--- src/rtl/race_sequencer.sv ---
// Race-level controller: pre-race countdown, checkpoint-validated lap counting, lap timer control.
// Optional lap timeout (dnf) is built when RACE_TIMEOUT_EN is defined.
module race_sequencer #(
  parameter int unsigned LAPS              = 3,
  parameter int unsigned COUNTDOWN_SEC     = 3,
  parameter int unsigned TICKS_PER_SEC     = 100,
  parameter int unsigned LAP_TIMEOUT_TICKS = 6000
) (
  input  logic       clk,
  input  logic       rst,
  input  logic       tick,
  input  logic       start_req,
  input  logic       abort_req,
  input  logic       finish_line,
  input  logic       checkpoint,
  output logic       timer_start,
  output logic       timer_stop,
  output logic       lap_finished,
  output logic [3:0] lap_count,
  output logic [3:0] countdown,
  output logic [1:0] race_state,
  output logic       race_over,
  output logic       dnf
);

  localparam int unsigned TW = (TICKS_PER_SEC > 1) ? $clog2(TICKS_PER_SEC) : 1;

  typedef enum logic [1:0] {
    S_IDLE      = 2'd0,
    S_COUNTDOWN = 2'd1,
    S_RACING    = 2'd2,
    S_FINISHED  = 2'd3
  } state_e;

  state_e        state_q;
  logic [TW-1:0] tick_cnt_q;
  logic          armed_q;
  logic          fin_q;
  logic          cp_q;

  logic fin_rise;
  logic cp_rise;
  logic lap_valid;
  logic last_lap;

  assign fin_rise   = finish_line & ~fin_q;
  assign cp_rise    = checkpoint & ~cp_q;
  // A lap is judged on the armed value before this cycle's checkpoint rise.
  assign lap_valid  = fin_rise & armed_q;
  assign last_lap   = ((lap_count + 4'd1) == 4'(LAPS));
  assign race_state = state_q;

`ifdef RACE_TIMEOUT_EN
  localparam int unsigned LTW = $clog2(LAP_TIMEOUT_TICKS + 1);
  logic [LTW-1:0] lap_tmr_q;
  logic           timeout;

  assign timeout = tick & (lap_tmr_q == LTW'(LAP_TIMEOUT_TICKS - 1));
`else
  logic unused_timeout;

  assign unused_timeout = ^32'(LAP_TIMEOUT_TICKS);
  assign dnf            = 1'b0;
`endif

  always_ff @(posedge clk) begin
    if (rst) begin
      state_q      <= S_IDLE;
      tick_cnt_q   <= '0;
      armed_q      <= 1'b0;
      fin_q        <= 1'b0;
      cp_q         <= 1'b0;
      timer_start  <= 1'b0;
      timer_stop   <= 1'b0;
      lap_finished <= 1'b0;
      lap_count    <= 4'd0;
      countdown    <= 4'd0;
      race_over    <= 1'b0;
`ifdef RACE_TIMEOUT_EN
      lap_tmr_q    <= '0;
      dnf          <= 1'b0;
`endif
    end else begin
      fin_q        <= finish_line;
      cp_q         <= checkpoint;
      timer_start  <= 1'b0;
      timer_stop   <= 1'b0;
      lap_finished <= 1'b0;

      if (abort_req) begin
        // Abort wins over start; only a running timer needs stopping.
        state_q    <= S_IDLE;
        lap_count  <= 4'd0;
        countdown  <= 4'd0;
        armed_q    <= 1'b0;
        tick_cnt_q <= '0;
        race_over  <= 1'b0;
        timer_stop <= (state_q == S_RACING);
`ifdef RACE_TIMEOUT_EN
        dnf        <= 1'b0;
`endif
      end else begin
        case (state_q)
          S_IDLE, S_FINISHED: begin
            if (start_req) begin
              state_q    <= S_COUNTDOWN;
              countdown  <= 4'(COUNTDOWN_SEC);
              tick_cnt_q <= '0;
              lap_count  <= 4'd0;
              armed_q    <= 1'b0;
              race_over  <= 1'b0;
`ifdef RACE_TIMEOUT_EN
              dnf        <= 1'b0;
`endif
            end
          end

          S_COUNTDOWN: begin
            if (tick) begin
              if (tick_cnt_q == TW'(TICKS_PER_SEC - 1)) begin
                tick_cnt_q <= '0;
                countdown  <= countdown - 4'd1;
                if (countdown == 4'd1) begin
                  state_q     <= S_RACING;
                  timer_start <= 1'b1;
`ifdef RACE_TIMEOUT_EN
                  lap_tmr_q   <= '0;
`endif
                end
              end else begin
                tick_cnt_q <= tick_cnt_q + TW'(1);
              end
            end
          end

          S_RACING: begin
            armed_q <= cp_rise | (armed_q & ~fin_rise);
            if (lap_valid) begin
              lap_finished <= 1'b1;
              lap_count    <= lap_count + 4'd1;
`ifdef RACE_TIMEOUT_EN
              lap_tmr_q    <= '0;
`endif
              if (last_lap) begin
                timer_stop <= 1'b1;
                race_over  <= 1'b1;
                state_q    <= S_FINISHED;
              end
            end
`ifdef RACE_TIMEOUT_EN
            else if (timeout) begin
              timer_stop <= 1'b1;
              dnf        <= 1'b1;
              race_over  <= 1'b1;
              state_q    <= S_FINISHED;
            end else if (tick) begin
              lap_tmr_q <= lap_tmr_q + LTW'(1);
            end
`endif
          end

          default: state_q <= S_IDLE;
        endcase
      end
    end
  end

endmodule

--- config.mk ---
export PLATFORM = sky130hd
export DESIGN_NAME = race_sequencer
export DESIGN_NICKNAME = d
export VERILOG_FILES = /design/src/rtl/race_sequencer.sv
export SDC_FILE = /design/constraint.sdc
export NUM_CORES = 1
export LEC_CHECK = 0
export CELL_PAD_IN_SITES_DETAIL_PLACEMENT = 2
export CELL_PAD_IN_SITES_GLOBAL_PLACEMENT = 2
export CORE_MARGIN = 2
export CORE_UTILIZATION = 35
export CTS_BUF_LIST = sky130_fd_sc_hd__clkbuf_8
export CTS_CLUSTER_DIAMETER = 100
export DETAILED_ROUTE_END_ITERATION = 8
export HOLD_SLACK_MARGIN = 0.15
export PLACE_DENSITY = 0.92
export SYNTH_ARGS = -nofsm -noshare
export SYNTH_HDL_FRONTEND = slang
export SYNTH_SLANG_ARGS = --single-unit
--- constraint.sdc ---
create_clock -name clk -period 6.35 [get_ports clk]
set_input_delay 0.635 -clock clk [delete_from_list [all_inputs] [get_ports clk]]
set_output_delay 0.635 -clock clk [all_outputs]
set_load 0.005 [all_outputs]
Yosys cells after proc, flatten, opt, wreduce, memory -nomap -nowiden
Cells that the tools add are included.
{"block": "word_totals", "reg_bits": 24, "input_bits": 7, "output_inout_bits": 15, "wordCells": 80}
{"block": "classes", "reduce_logical": 13, "n_eq_ne": 12, "muxes": 29, "bitwise": 12, "addsub": 3}
{"op": "2-to-1 mux 7 bit", "n": 3}
{"op": "2-to-1 mux 4 bit", "n": 5}
{"op": "case mux 4 bit (2 select lines)", "n": 2}
{"op": "case mux 7 bit (2 select lines)", "n": 1}
{"op": "2-to-1 mux 2 bit", "n": 6}
{"op": "inequality test 2 bit, second input constant", "n": 6}
{"op": "2-to-1 mux 1 bit", "n": 9}
{"op": "AND reduction 4 bit", "n": 2}
{"op": "adder 7 x 1 -> 7 bit, second input constant", "n": 1}
{"op": "== test 7 bit, second input constant", "n": 1}
{"op": "NOT 1 bit", "n": 7}
{"op": "case mux 2 bit (3 select lines)", "n": 1}
{"op": "AND reduction 3 bit", "n": 2}
{"op": "AND reduction 6 bit", "n": 1}
{"op": "OR reduction 5 bit", "n": 1}
{"op": "adder 4 x 1 -> 4 bit, second input constant", "n": 1}
{"op": "bitwise AND 1 bit", "n": 4}
{"op": "== test 2 bit, second input constant", "n": 2}
{"op": "== test 4 x 1 -> 1 bit, second input constant", "n": 1}
{"op": "== test 4 x 2 -> 1 bit, second input constant", "n": 1}
{"op": "case mux 1 bit (2 select lines)", "n": 2}
{"op": "nonzero test 2 bit", "n": 2}
{"op": "OR reduction 2 bit", "n": 2}
{"op": "subtractor 4 x 1 -> 4 bit, second input constant", "n": 1}
{"op": "other kinds (5)", "n": 5}

Depth between registers and ports, before layout
{"block": "logic_depth", "depth_word": 6, "ltp_mapped": 8, "depth_no_buf": 6}

Worst setup path before layout
Ideal clock, no wire load.
{"block": "synth_path", "kind": "reg2reg", "from": "register state_q[0], in the netlist race_state[0]", "to": "register countdown[3]", "path_stages_with_launch": 9, "period_less_slack_ns": 2.087, "slack_ns": 4.263, "required_ns": 6.280, "setup_ns": 0.070, "path_buffers": 2, "arrival_time_ns": 2.017, "cell_sequence": "dfxtp_1 > inv_1 > ha_1 > nor2b_1 > buf_6 > or2_1 > buf_2 > or4_1 > a21oi_1"}
{"block": "synth_via", "elab_chain_cells": 4, "word_cells_on_any_way": 10, "classes_between": "eq/ne: 5; mux: 1; reduce/logical: 4"}
{"item": "from (decl)", "line_no": "35", "source": "state_e state_q;"}
{"item": "from (signal assigned)", "line_no": "68", "source": "state_q <= S_IDLE;"}
{"item": "from (signal assigned)", "line_no": "92", "source": "state_q <= S_IDLE;"}
{"item": "from (signal assigned)", "line_no": "106", "source": "state_q <= S_COUNTDOWN;"}
{"item": "== test 2 bit / logical NOT 2 bit (equally long branches)", "line_no": "103", "source": "case (state_q)"}
{"item": "OR reduction 2 bit", "line_no": "103"}
{"item": "inequality test 2 bit (no source line) / nonzero test 2 bit (equally long branches)"}
{"item": "AND reduction 4 bit (no source line)"}
{"item": "to (signal assigned)", "line_no": "107", "source": "countdown <= 4'(COUNTDOWN_SEC);"}
{"item": "to (signal assigned)", "line_no": "122", "source": "countdown <= countdown - 4'd1;"}
{"item": "to (decl)", "line_no": "20", "source": "output logic [3:0] countdown,"}
Parallel ways exist; a longest one is shown, timed or not.
A chain may end at the register's enable or synchronous reset.

Final worst setup path
Same ends and word-level chain as after synthesis.

==> impl_metrics.csv <==
group,metric,value,unit
clock_tree,cts_hold_buf,0,
finish,diodes,0,
yosys,yosysUniqueCellTypes,43,
pwr,p_leak,0.534,nW
timing,worst_pin_slew,0.567,ns
clock_tree,clock_latency,0.26,ns
timing,period_needed,2.22,ns
route,viasPerCell,5.44,
min_path,worstHoldPathCells,2,
yosys,seq_area_frac_synth,37.6,%
status,status,"finished, final reports clean",
min_path,holdCritPathClass,"flip-flop to flip-flop",
clock_tree,cts_sinks,24,
route,vias,1142,
setup_path,crit_path_start_kind,"flip-flop",
clock_tree,cts.path.max_buffers,2,
route,wirelength,3640,um
pwr,powerDensity,203,nW/um^2
place,gp_congestion,0.796,
timing,hold_viol,0,
yosys,syn_area,1280,sq um
timing,final_max_slew_viol_count,0,
route,dr.pass1.iters,2,
finish,syn2layout_area_growth,21.2,%
setup_path,slowest_delay,0.53,ns
finish,final_util,45.3,%
timing,setup-tns-final,0,ns
clock_tree,cts_resized,0,
die,die_x,64.4,um
clock_tree,numCtsBuffers,3,
place,placed_cell_area,1490,sq um
timing,setup_viol,0,
clock_tree,ctsRootBufferMaster,"clkbuf_8",
yosys,synthArstFlopShare,0,%
die,coreArea,3420,sq um
die,ioPinCount,22,
setup_path,crit_path_end_kind,"flip-flop",
die,die_y,64.4,um
clock_tree,cts_max_level,1,
global_route,track_usage,20.1,%
setup_path,crit_slowest_cell,"or4_1",
finish,drive_gt1_share,4.27,%
route,ant_nets,0,
global_route,grt_max_degree,14,
finish,fin_area,1550,sq um
route,drc,0,
clock_tree,cts_setup_buffers,0,
global_route,grt_pass1_vias,1262,
flow_run,max_cap_violations,0,
timing,relSlewSlack,62.2,%
setup_path,cp.required,6.54,ns
die,num_rows,21,
route,wl_per_cell,17.3,um
timing,period_share,35.0,%
timing,rsz0062_at_grt,"false",
setup_path,cp_num_buf_inv,1,
setup_path,critPathMaxFanout,8,
route,drt_iter0_markers,53,
die,start_util,37.4,%
yosys,yosys_register_bits,24,
setup_path,worstSetupPathDepth,6,
global_route,antenna_found_initial,0,
setup_path,reg2reg_depth,6,
yosys,ys.flop_type,"dfxtp_1",
clock_tree,clk_pin_slew_worst_paths,0.09,ns
yosys,syn_inst,146,
setup_path,crit_arrival,2.41,ns
setup_path,critPathTopFamily,"simple AND/OR/NAND/NOR gates",
timing,fmax,450,MHz
place,post-dp-hpwl,2710,um
yosys,ys_warn_count,0,
timing,fin_skew,0.00412,ns
finish,final_nets,180,
global_route,grt_first_pass_wirelength,6520,um
pwr,ir_drop,0.0000847,V
yosys,avgSynthCellArea,8.74,sq um
clock_tree,cts_tree,"built",
place,port_buffers,20,
yosys,synth_edf_count,0,
setup_path,crit_path_cell_trace,"inv_1, ha_1, nor2b_1, or2_1, or4_1, a21oi_1",
yosys,syn-num-nets,161,
global_route,gr-total-overflow,0,
setup_path,critical_path_class,"flip-flop to flip-flop",
die,die-area,4150,sq um
==> final timing paths <==
check / from / end / slack [ns]
worst max-delay path: race_state[0]$_SDFFE_PP0P_ / countdown[3]$_SDFFE_PP0P_ / 4.13
worst min-delay path: race_over$_SDFFE_PP0P_ / race_over$_SDFFE_PP0P_ / 0.49
worst max register to register: race_state[0]$_SDFFE_PP0P_ / countdown[3]$_SDFFE_PP0P_ / 4.13
worst min register to register: race_over$_SDFFE_PP0P_ / race_over$_SDFFE_PP0P_ / 0.49
==> cell usage in the layout (no fill, tap or decap), types with 2 or more instances in the layout <==
| cell type | n |
|---|---|
| a21oi_1 | 13 |
| clkbuf_8 | 4 |
| clkdlybuf4s50_1 | 20 |
| dfxtp_1 | 24 |
| ha_1 | 8 |
| inv_1 | 9 |
| mux2i_1 | 4 |
| nand2_1 | 10 |
| nand2b_1 | 2 |
| nand3_1 | 4 |
| nand4bb_1 | 2 |
| nor2_1 | 11 |
| nor2b_1 | 3 |
| nor3_1 | 4 |
| o21ai_0 | 5 |
| o31ai_1 | 4 |
| or2_1 | 2 |
| or3_1 | 7 |
| or4_1 | 2 |
| xnor2_1 | 5 |
==> through the flow <==
stage | power [mW] | hold WS, ns | worst slack [ns] | cells
CTS | 0.320 | 0.496 | 4.12 | 210
finish | 0.314 | 0.490 | 4.13 | 210
floorplan | 0.196 | 0.454 | 4.26 | 146
global placement | 0.210 | 0.469 | 4.06 | 206
global route | 0.334 | 0.533 | 3.92 | 210
detailed placement | 0.214 | 0.461 | 3.97 | 206
==> routing by layer <==
metal | up-vias | GRT usage [%] | share of wire [%]
li1 | 554 | - | -
met2 | 13 | 35.7 | 50
met3 | 2 | 2.11 | 1.7
met1 | 573 | 26.1 | 47
met5 | - | 0 | 0
met4 | 0 | 4.79 | 0.61
==> tightest hold or removal path: cells and delay by family, from the launching register on <==
kind / cells / cell delay, ns
simple gates: 1 / 0.07
flops: 1 / 0.34
compound gates: 1 / 0.05
==> where the power goes <==
group | internal (mW) | switching (mW)
combinational | 0.0229 | 0.0288
sequential | 0.154 | 0.00447
clock | 0.0553 | 0.0484
==> sequential cells by signal, indices dropped and copies added, names as in the netlist <==
register	cells
countdown	4
lap_finished	1
fin_q	1
tick_cnt_q	7
armed_q	1
race_over	1
lap_count	4
timer_stop	1
race_state	2
timer_start	1
cp_q	1
==> synth_stat cells, drive strengths merged, types with 2 or more instances <==
library cell,instances,share of area (%)
nand2,10,2.9
buf,4,2.7
nor2,11,3.2
inv,9,2.6
o21ai,6,2.4
clkbuf,2,0.59
xnor2,5,3.4
dfxtp,24,38
nand4bb,2,1.8
or2,3,1.5
a21oi,13,5.1
mux2i,5,4.2
nor3,4,1.6
or4,2,1.2
nand3,4,1.6
nand2b,2,0.98
ha,8,7.8
nor2b,3,1.5
o31ai,4,2.4
or3,7,3.4
==> area by class of cell <==
type | count | area [sq um]
fillers | 393 | 1870
multi-input cells | 107 | 719
flip-flops and latches | 24 | 480
repair buffers | 20 | 200
well taps | 46 | 57.6
clock buffers | 4 | 55.1
inverters | 9 | 33.8
==> kinds of logic (layout without fill, tap and decap cells) <==
family	Yosys count	count (layout)	share of synthesized area, %
and+or+nand+nor	55	55	23.9
AOI/OAI and AO/OA	33	33	16.7
DFF	24	24	37.6
buffers and inverters	15	33	5.98
adders and majority gates	8	8	7.84
xor gates and xnor gates	5	5	3.43
muxes	5	5	4.22
other	1	1	0.294
No activity file was read; power rests on OpenSTA's default activity.
